`config.mk`:
```
export PLATFORM = sky130hd
export DESIGN_NAME = serial_tx_sched_flat
export DESIGN_NICKNAME = d
export VERILOG_FILES = /design/src/rtl/serial_tx_sched_if.sv /design/src/rtl/serial_tx_sched.sv /design/src/flat_wrapper.sv
export SDC_FILE = /design/constraint.sdc
export NUM_CORES = 1
export LEC_CHECK = 0
export CORE_AREA = 2 2 60 62
export DETAILED_ROUTE_END_ITERATION = 12
export DIE_AREA = 0 0 62 64
export GPL_TIMING_DRIVEN = 1
export PLACE_DENSITY = 0.8
export SYNTH_ARGS = -nofsm -noshare
export SYNTH_HDL_FRONTEND = slang
export SYNTH_SLANG_ARGS = --single-unit
```
`constraint.sdc`:
```
create_clock -name clk_in -period 3.05 [get_ports clk_in]
set_clock_uncertainty 0.2 [all_clocks]
set_input_delay 0.61 -clock clk_in [delete_from_list [all_inputs] [get_ports clk_in]]
set_output_delay 0.61 -clock clk_in [all_outputs]
set_load 0.01 [all_outputs]
```
`src/rtl/serial_tx_sched_if.sv`:
```
// Requester-side bus of serial_tx_sched: per-requester valid/data/endian-select,
// one-hot ready strobe, and the serial line / status outputs.
interface serial_tx_sched_if #(
  parameter int unsigned NUM_REQ = 2,
  parameter int unsigned DATA_W  = 8
);
  localparam int unsigned GW = (NUM_REQ > 1) ? $clog2(NUM_REQ) : 1;

  logic [NUM_REQ-1:0]        req_valid;
  logic [NUM_REQ*DATA_W-1:0] req_data;
  logic [NUM_REQ-1:0]        req_big_endian;
  logic [NUM_REQ-1:0]        req_ready;
  logic                      data_out;
  logic                      busy;
  logic [GW-1:0]             grant_id;

  modport master (
    output req_valid, req_data, req_big_endian,
    input  req_ready, data_out, busy, grant_id
  );

  modport slave (
    input  req_valid, req_data, req_big_endian,
    output req_ready, data_out, busy, grant_id
  );
endinterface

```
`src/rtl/serial_tx_sched.sv`:
```
// Round-robin arbiter feeding a UART-style framer (start, DATA_W bits LSB first, stop).
// Define SERIAL_TX_PARITY_EN to insert an even-parity bit between the data and stop bits.
module serial_tx_sched #(
  parameter int unsigned NUM_REQ      = 2,
  parameter int unsigned DATA_W       = 8,
  parameter int unsigned CLKS_PER_BIT = 868
) (
  input  logic             clk_in,
  input  logic             rst_in,
  serial_tx_sched_if.slave bus
);
  localparam int unsigned GW     = (NUM_REQ > 1) ? $clog2(NUM_REQ) : 1;
  localparam int unsigned DIST_W = GW + 1;
  localparam int unsigned CW     = $clog2(CLKS_PER_BIT);
  localparam int unsigned BW     = (DATA_W > 1) ? $clog2(DATA_W) : 1;

  typedef enum logic [2:0] {
    S_IDLE   = 3'd0,
    S_START  = 3'd1,
    S_DATA   = 3'd2,
    S_PARITY = 3'd3,
    S_STOP   = 3'd4
  } state_t;

  state_t            state;
  logic [GW-1:0]     ptr;
  logic [GW-1:0]     grant;
  logic [CW-1:0]     baud;
  logic [BW-1:0]     bitn;
  logic [DATA_W-1:0] shreg;
  logic              line;
  logic              busy_q;
`ifdef SERIAL_TX_PARITY_EN
  logic              par;
`endif

  logic [DIST_W-1:0] dist_c;
  logic [DIST_W-1:0] best_dist_c;
  logic [GW-1:0]     pick_id_c;
  logic              pick_any_c;
  logic [DATA_W-1:0] raw_c;
  logic [DATA_W-1:0] word_c;
  logic              rev_c;
  logic [GW-1:0]     ptr_next_c;
  logic              baud_end_c;
  logic [NUM_REQ-1:0] ready_c;

  // Winner is the valid requester at the smallest rotational distance above ptr.
  always_comb begin
    best_dist_c = DIST_W'(NUM_REQ);
    dist_c      = '0;
    pick_id_c   = '0;
    pick_any_c  = 1'b0;
    raw_c       = '0;
    rev_c       = 1'b0;
    for (int unsigned i = 0; i < NUM_REQ; i++) begin
      if (DIST_W'(i) >= {1'b0, ptr})
        dist_c = DIST_W'(i) - {1'b0, ptr};
      else
        dist_c = DIST_W'(i + NUM_REQ) - {1'b0, ptr};
      if (bus.req_valid[i] && (dist_c < best_dist_c)) begin
        best_dist_c = dist_c;
        pick_id_c   = GW'(i);
        pick_any_c  = 1'b1;
        raw_c       = bus.req_data[i*DATA_W +: DATA_W];
        rev_c       = bus.req_big_endian[i];
      end
    end
    word_c = raw_c;
    for (int unsigned b = 0; b < DATA_W; b++)
      word_c[b] = rev_c ? raw_c[DATA_W-1-b] : raw_c[b];
  end

  always_comb begin
    ready_c = '0;
    if (state == S_IDLE && pick_any_c)
      for (int unsigned i = 0; i < NUM_REQ; i++)
        ready_c[i] = (pick_id_c == GW'(i));
  end

  assign ptr_next_c = (pick_id_c == GW'(NUM_REQ-1)) ? '0 : pick_id_c + GW'(1);
  assign baud_end_c = (baud == CW'(CLKS_PER_BIT-1));

  always_ff @(posedge clk_in or posedge rst_in) begin
    if (rst_in) begin
      state  <= S_IDLE;
      ptr    <= '0;
      grant  <= '0;
      baud   <= '0;
      bitn   <= '0;
      shreg  <= '0;
      line   <= 1'b1;
      busy_q <= 1'b0;
`ifdef SERIAL_TX_PARITY_EN
      par    <= 1'b0;
`endif
    end else begin
      unique case (state)
        S_IDLE: begin
          if (pick_any_c) begin
            shreg  <= word_c;
`ifdef SERIAL_TX_PARITY_EN
            par    <= ^word_c;
`endif
            grant  <= pick_id_c;
            ptr    <= ptr_next_c;
            busy_q <= 1'b1;
            line   <= 1'b0;
            baud   <= '0;
            state  <= S_START;
          end
        end
        S_START: begin
          if (baud_end_c) begin
            baud  <= '0;
            bitn  <= '0;
            line  <= shreg[0];
            shreg <= shreg >> 1;
            state <= S_DATA;
          end else begin
            baud <= baud + CW'(1);
          end
        end
        S_DATA: begin
          if (baud_end_c) begin
            baud <= '0;
            if (bitn == BW'(DATA_W-1)) begin
`ifdef SERIAL_TX_PARITY_EN
              line  <= par;
              state <= S_PARITY;
`else
              line  <= 1'b1;
              state <= S_STOP;
`endif
            end else begin
              bitn  <= bitn + BW'(1);
              line  <= shreg[0];
              shreg <= shreg >> 1;
            end
          end else begin
            baud <= baud + CW'(1);
          end
        end
`ifdef SERIAL_TX_PARITY_EN
        S_PARITY: begin
          if (baud_end_c) begin
            baud  <= '0;
            line  <= 1'b1;
            state <= S_STOP;
          end else begin
            baud <= baud + CW'(1);
          end
        end
`endif
        S_STOP: begin
          // Leaving STOP drops busy; the following IDLE cycle may accept again.
          if (baud_end_c) begin
            baud   <= '0;
            busy_q <= 1'b0;
            state  <= S_IDLE;
          end else begin
            baud <= baud + CW'(1);
          end
        end
        default: state <= S_IDLE;
      endcase
    end
  end

  assign bus.req_ready = ready_c;
  assign bus.data_out  = line;
  assign bus.busy      = busy_q;
  assign bus.grant_id  = grant;
endmodule

```
`src/flat_wrapper.sv`:
```
// flat-port wrapper written by rule: the top's interface ports become plain ports
module serial_tx_sched_flat 
#(
  parameter int unsigned NUM_REQ      = 2,
  parameter int unsigned DATA_W       = 8,
  parameter int unsigned CLKS_PER_BIT = 868
)
  (clk_in, rst_in, bus_req_valid, bus_req_data, bus_req_big_endian, bus_req_ready, bus_data_out, bus_busy, bus_grant_id);
  serial_tx_sched_if #(.NUM_REQ(NUM_REQ), .DATA_W(DATA_W)) bus_i ();
  input  logic clk_in;
  input  logic rst_in;
  input wire logic [$bits(bus_i.req_valid)-1:0] bus_req_valid;
  input wire logic [$bits(bus_i.req_data)-1:0] bus_req_data;
  input wire logic [$bits(bus_i.req_big_endian)-1:0] bus_req_big_endian;
  output wire logic [$bits(bus_i.req_ready)-1:0] bus_req_ready;
  output wire logic [$bits(bus_i.data_out)-1:0] bus_data_out;
  output wire logic [$bits(bus_i.busy)-1:0] bus_busy;
  output wire logic [$bits(bus_i.grant_id)-1:0] bus_grant_id;
  assign bus_i.req_valid = bus_req_valid;
  assign bus_i.req_data = bus_req_data;
  assign bus_i.req_big_endian = bus_req_big_endian;
  assign bus_req_ready = bus_i.req_ready;
  assign bus_data_out = bus_i.data_out;
  assign bus_busy = bus_i.busy;
  assign bus_grant_id = bus_i.grant_id;
  serial_tx_sched #(.NUM_REQ(NUM_REQ), .DATA_W(DATA_W), .CLKS_PER_BIT(CLKS_PER_BIT)) u_core (.clk_in(clk_in), .rst_in(rst_in), .bus(bus_i));
endmodule
```
==> flow_summary.json, run 1 <==
{
  "seq_area_um2": 702,
  "cts_buffer_depth": 2,
  "clock_latency_ns": 0.32,
  "yosysWarnings": 0,
  "yosysTopAreaCellShare_pct": 37.9,
  "worst_slew_pin_slew_ns": 0.513,
  "worstPathMaxFanout": 3,
  "antenna_found_initial": 0,
  "area_delta_synth_final_pct": 19.0,
  "synth_area_leaders": "dfrtp_1 (38%), mux2_1 (6.3%), a32oi_1 (3.9%), mux2_2 (3.8%), o21ai_0 (3.4%)",
  "dp.cells": 246,
  "peakVddDrop_v": 0.000171,
  "status": "finished, final reports clean",
  "critPathLaunchType": "input port",
  "synthCells": 172,
  "leakagePower_nw": 0.849,
  "num-fill-cells": 275,
  "antenna_left": 0,
  "multi_input_area_um2": 986,
  "die-area_um2": 3970,
  "cp.arrival_ns": 2.01,
  "grt_max_degree": 21,
  "fin_nets": 230,
  "totalPowerFinal_mw": 0.615,
  "slew_viol_final": 0,
  "grt_first_pass_wirelength_mm": 6.12,
  "drc": 0,
  "ys_ff_latch": 28,
  "ys_seq_area_share_pct": 39.4,
  "stdcell_area_um2": 2120,
  "cts_tree": "built",
  "io_buffers": 26,
  "fin_crit_sh_pct": 92.5,
  "die_x_um": 62,
  "diodes": 0,
  "post_synth_num_cell_types": 47,
  "layout_common_cells": "dfrtp_1 (27), clkdlybuf4s50_1 (26), nand2_1 (14)",
  "critPathKind": "input port to output port",
  "fmax_mhz": 355,
  "period_minus_slack_ns": 2.82,
  "setup_viol_count_final": 0,
  "worst_slack_ns": 0.230,
  "clk_pin_slew_worst_paths_ns": 0.13,
  "post_cts_buffers": 0,
  "pwr_density_cell_nw_per_um2": 290,
  "first_global_vias": 1436,
  "htreeDepth": 1,
  "async_flop_share_pct": 100,
  "syn_area_per_cell_um2": 10.4,
  "final-hold-violation-count": 0,
  "place_area_um2": 2100,
  "drt_iter0_drc": 27,
  "avgViaCountPerCell": 5.83,
  "vias": 1457,
  "synth_edf_count": 0,
  "endpoint_kind": "output port",
  "wl_mm": 3.47,
  "ioPinCount": 27,
  "required_ns": 2.24,
  "utilization_pct": 64.6,
  "gp_congestion": 0.808,
  "final_common_cell": "dfrtp_1",
  "timing.max_cap.violations": 0,
  "hold_ws_ns": 0.315,
  "grt.total_usage_pct": 19.6,
  "clkSinkCount": 28,
  "first_pass_iters": 4,
  "layout-drive-gt1-share_pct": 16.7,
  "yosysTopAreaCell": "dfrtp_1",
  "synth_nets": 197,
  "tns_ns": 0,
  "ctsResizeCount": 0,
  "core_um2": 3280,
  "start_util_pct": 54.3,
  "holdBufCountCts": 0,
  "grt_overflow": 0,
  "cts_inserted_buffers": 3,
  "mappedNetlistArea_um2": 1780,
  "placementRows": 21,
  "rsz0062_at_grt": "false",
  "synth_ff_type": "dfrtp_1",
  "hold_class": "flop to flop",
  "relSlewSlack_pct": 65.7,
  "place_ws_ns": 0.233,
  "stdcell_count": 250,
  "clockRootBuffer": "clkbuf_4",
  "die_h_um": 64,
  "wl_per_cell_um": 13.9,
  "place_hpwl_mm": 2.74
}
[cells in the mapped netlist (all sizes together), types with 2 or more instances]
cell / count
inv: 2
nand2b: 3
a21oi: 10
clkbuf: 5
buf: 4
a22o: 2
a32oi: 9
ha: 3
o31ai: 2
nand3: 4
mux2: 16
nor4: 2
dfrtp: 27
nand2: 14
and4: 3
nor3b: 5
and2: 3
nor2: 10
and3: 2
nor3: 5
o21ai: 19
a21o: 6
nand4: 2
[critical path, cell delays in order]
cell and delay, ns:
clkdlybuf4s50_1 0.50, a21boi_2 0.19, and2_1 0.17, clkdlybuf4s50_1 0.54
[area by class of cell]
cell class                 count  area share (%)
multi-input combinational    133            46.5
sequential                    28            33.1
timing repair buffer          37            16.2
tap                           46            2.71
clock buffer                   4            1.24
inverter                       2           0.354
[kinds of logic (layout without fill, tap and decap cells)]
logic type | after synthesis | after routing | share of synthesized area (%)
DFF | 28 | 28 | 39.4
adders and majority gates | 4 | 4 | 2.67
buffers and inverters | 11 | 43 | 5.33
muxes | 17 | 17 | 10.7
AOI/OAI and AO/OA | 55 | 55 | 22.5
and+or+nand+nor | 57 | 57 | 19.4
[report_power, final]
group | leakage, nW | switching [mW] | internal (mW) | total, mW
Sequential | 0.312 | 0.00262 | 0.376 | 0.379
Combinational | 0.522 | 0.0359 | 0.0488 | 0.0847
Clock | 0.0150 | 0.0997 | 0.0511 | 0.151
Total | 0.849 | 0.138 | 0.476 | 0.615
[per-layer routing]
metal  track usage, %  vias up  routed length (um)
li1                 -      717                   -
met1             25.6      696                1550
met2             33.9       37                1670
met3             2.02        7                 209
met4             4.79        0                  47
met5                0        -                   0
[path summary, 6_finish.rpt]
path / from / to / slack [ns] / cells after the start
setup / recovery: bus_req_valid[0] / bus_req_ready[0] / 0.23 / 4
hold / removal: u_core.shreg[0] / u_core.shreg[0] / 0.31 / 1
setup reg to reg: u_core.baud[0] / u_core.shreg[0] / 0.77 / 6
hold reg to reg: u_core.shreg[0] / u_core.shreg[0] / 0.31 / 1
max in group asynchronous: rst_in / u_core.bus.data_out / 1.57 / 3
min in group asynchronous: rst_in / u_core.baud[2] / 0.40 / 2
[flip-flops by register name, summed over array words and instances, names as in the netlist]
| signal | count |
|---|---|
| u_core.shreg | 8 |
| u_core.baud | 10 |
| u_core.bus.data_out | 1 |
| u_core.bus.busy | 1 |
| u_core.state | 3 |
| u_core.bitn | 3 |
| u_core.ptr | 1 |
| u_core.bus.grant_id | 1 |
Power figures use the tool's default switching activity.
==> run 2, diff against run 1 <==
Settings changed: MAX_ROUTING_LAYER set to met4.
==> run 2 against run 1 <==
  * Combinational power hardly changed
  * First-iteration DRC count up 3.7%
  * Non-clock buffer count unchanged
  * Fmax did not move
  * Setup slack is the same
==> flow_summary.json, run 2 (synthesis gave the netlist of run 1 again) <==
{
  "first_global_vias": 1437,
  "slew_viol_final": 0,
  "place_hpwl_mm": 2.74,
  "stdcell_area_um2": 2120,
  "hold_path_end": "u_core.shreg[0]",
  "wl_mm": 3.47,
  "critPathLaunchType": "input port",
  "pwr_density_cell_nw_per_um2": 289,
  "period_minus_slack_ns": 2.82,
  "clkSinkCount": 28,
  "drt_iter0_drc": 28,
  "ctsResizeCount": 0,
  "clock_latency_ns": 0.32,
  "required_ns": 2.24,
  "setup_viol_count_final": 0,
  "timing.rr.end": "u_core.shreg[0]",
  "fin_crit_sh_pct": 92.5,
  "layout_common_cells": "dfrtp_1 (27), clkdlybuf4s50_1 (26), nand2_1 (14)",
  "die-area_um2": 3970,
  "clockRootBuffer": "clkbuf_4",
  "critPathKind": "input port to output port",
  "largest_reg_flops": 10,
  "avgViaCountPerCell": 5.82,
  "antenna_found_initial": 0,
  "hold_class": "flop to flop",
  "endpoint_kind": "output port",
  "vias": 1454,
  "hold_depth": 1,
  "min_from": "u_core.shreg[0]",
  "io_buffers": 26,
  "hold_ws_ns": 0.315,
  "fin_nets": 230,
  "leakagePower_nw": 0.849,
  "clk_pin_slew_worst_paths_ns": 0.13,
  "grt_max_degree": 21,
  "r2r_cells": 6,
  "die_x_um": 62,
  "fmax_mhz": 355,
  "placementRows": 21,
  "stdcell_count": 250,
  "die_h_um": 64,
  "cp.arrival_ns": 2.01,
  "num-fill-cells": 275,
  "cts_buffer_depth": 2,
  "htreeDepth": 1,
  "core_um2": 3280,
  "layout-drive-gt1-share_pct": 16.7,
  "wl_per_cell_um": 13.9,
  "tns_ns": 0,
  "cp-startpoint": "bus_req_valid[0]",
  "rsz0062_at_grt": "false",
  "cts_tree": "built",
  "grt_first_pass_wirelength_mm": 6.13,
  "ioPinCount": 27,
  "reg_top3": "u_core.baud (10), u_core.shreg (8)",
  "worstPathMaxFanout": 3,
  "grt.total_usage_pct": 20.2,
  "gp_congestion": 0.820,
  "final-hold-violation-count": 0,
  "status": "finished, final reports clean",
  "area_delta_synth_final_pct": 19.0,
  "r2r_start": "u_core.baud[0]",
  "rrSetupSlack_ns": 0.78,
  "diodes": 0,
  "timing.max_cap.violations": 0,
  "grt_overflow": 0,
  "cts_inserted_buffers": 3,
  "start_util_pct": 54.3,
  "first_pass_iters": 4,
  "final_common_cell": "dfrtp_1",
  "top_register": "u_core.baud",
  "holdBufCountCts": 0,
  "post_cts_buffers": 0,
  "totalPowerFinal_mw": 0.614,
  "dp.cells": 246,
  "drc": 0,
  "peakVddDrop_v": 0.000171,
  "antenna_left": 0,
  "relSlewSlack_pct": 65.8,
  "place_area_um2": 2100,
  "worst_slew_pin_slew_ns": 0.512
}
## run 2: cell counts in the layout (fill, tap and decap cells not counted)
No cell type changed its count.
## run 2: worst max path at each step
stage | end | slack (ns)
2_1_floorplan | bus_req_ready[0] | 0.91
3_3_place_gp | bus_req_ready[1] | 0.28
3_5_place_dp | u_core.shreg[2] | 0.23
4_1_cts | bus_req_ready[0] | 0.22
5_1_grt | bus_req_ready[0] | 0.14
6_report | bus_req_ready[0] | 0.23
## run 2: metal layers
layer / up-vias / share of wire [%] / GRT usage [%]
li1: 717 / - / -
met1: 695 / 45 / 25.7
met2: 35 / 48 / 33.9
met3: 7 / 5.9 / 2.02
met4: 0 / 1.4 / 4.79
met5: - / 0 / -
## run 2: report_power, final
part	switching, mW	leakage (nW)	internal [mW]
Clock	0.0989	0.0150	0.0511
Sequential	0.00262	0.312	0.376
Combinational	0.0358	0.522	0.0488
## run 2: area by class of cell
cell class                 instances  area, um2  share of cell area (%)
inverter                           2       7.51                   0.354
tap                               46       57.6                    2.71
multi-input combinational        133        986                    46.5
sequential                        28        702                    33.1
clock buffer                       4       26.3                    1.24
timing repair buffer              37        343                    16.2
## run 2: stage by stage
stage / util (%) / setup slack [ns]
finish: 64.6 / 0.230
global route: 64.6 / 0.143
CTS: 64.6 / 0.221
detailed placement: 63.8 / 0.233
global placement: 63.8 / 0.278
floorplan: - / 0.913
## run 2: critical path, cell delays in order
cell and delay [ns]:
clkdlybuf4s50_1 0.50, a21boi_2 0.19, and2_1 0.17, clkdlybuf4s50_1 0.54
==> run 3, diff against run 2 <==
Settings changed: CTS_CLUSTER_SIZE set to 24.
==> results of run 3 <==
The final DEF is identical to that of run 2; final timing and power are the same.
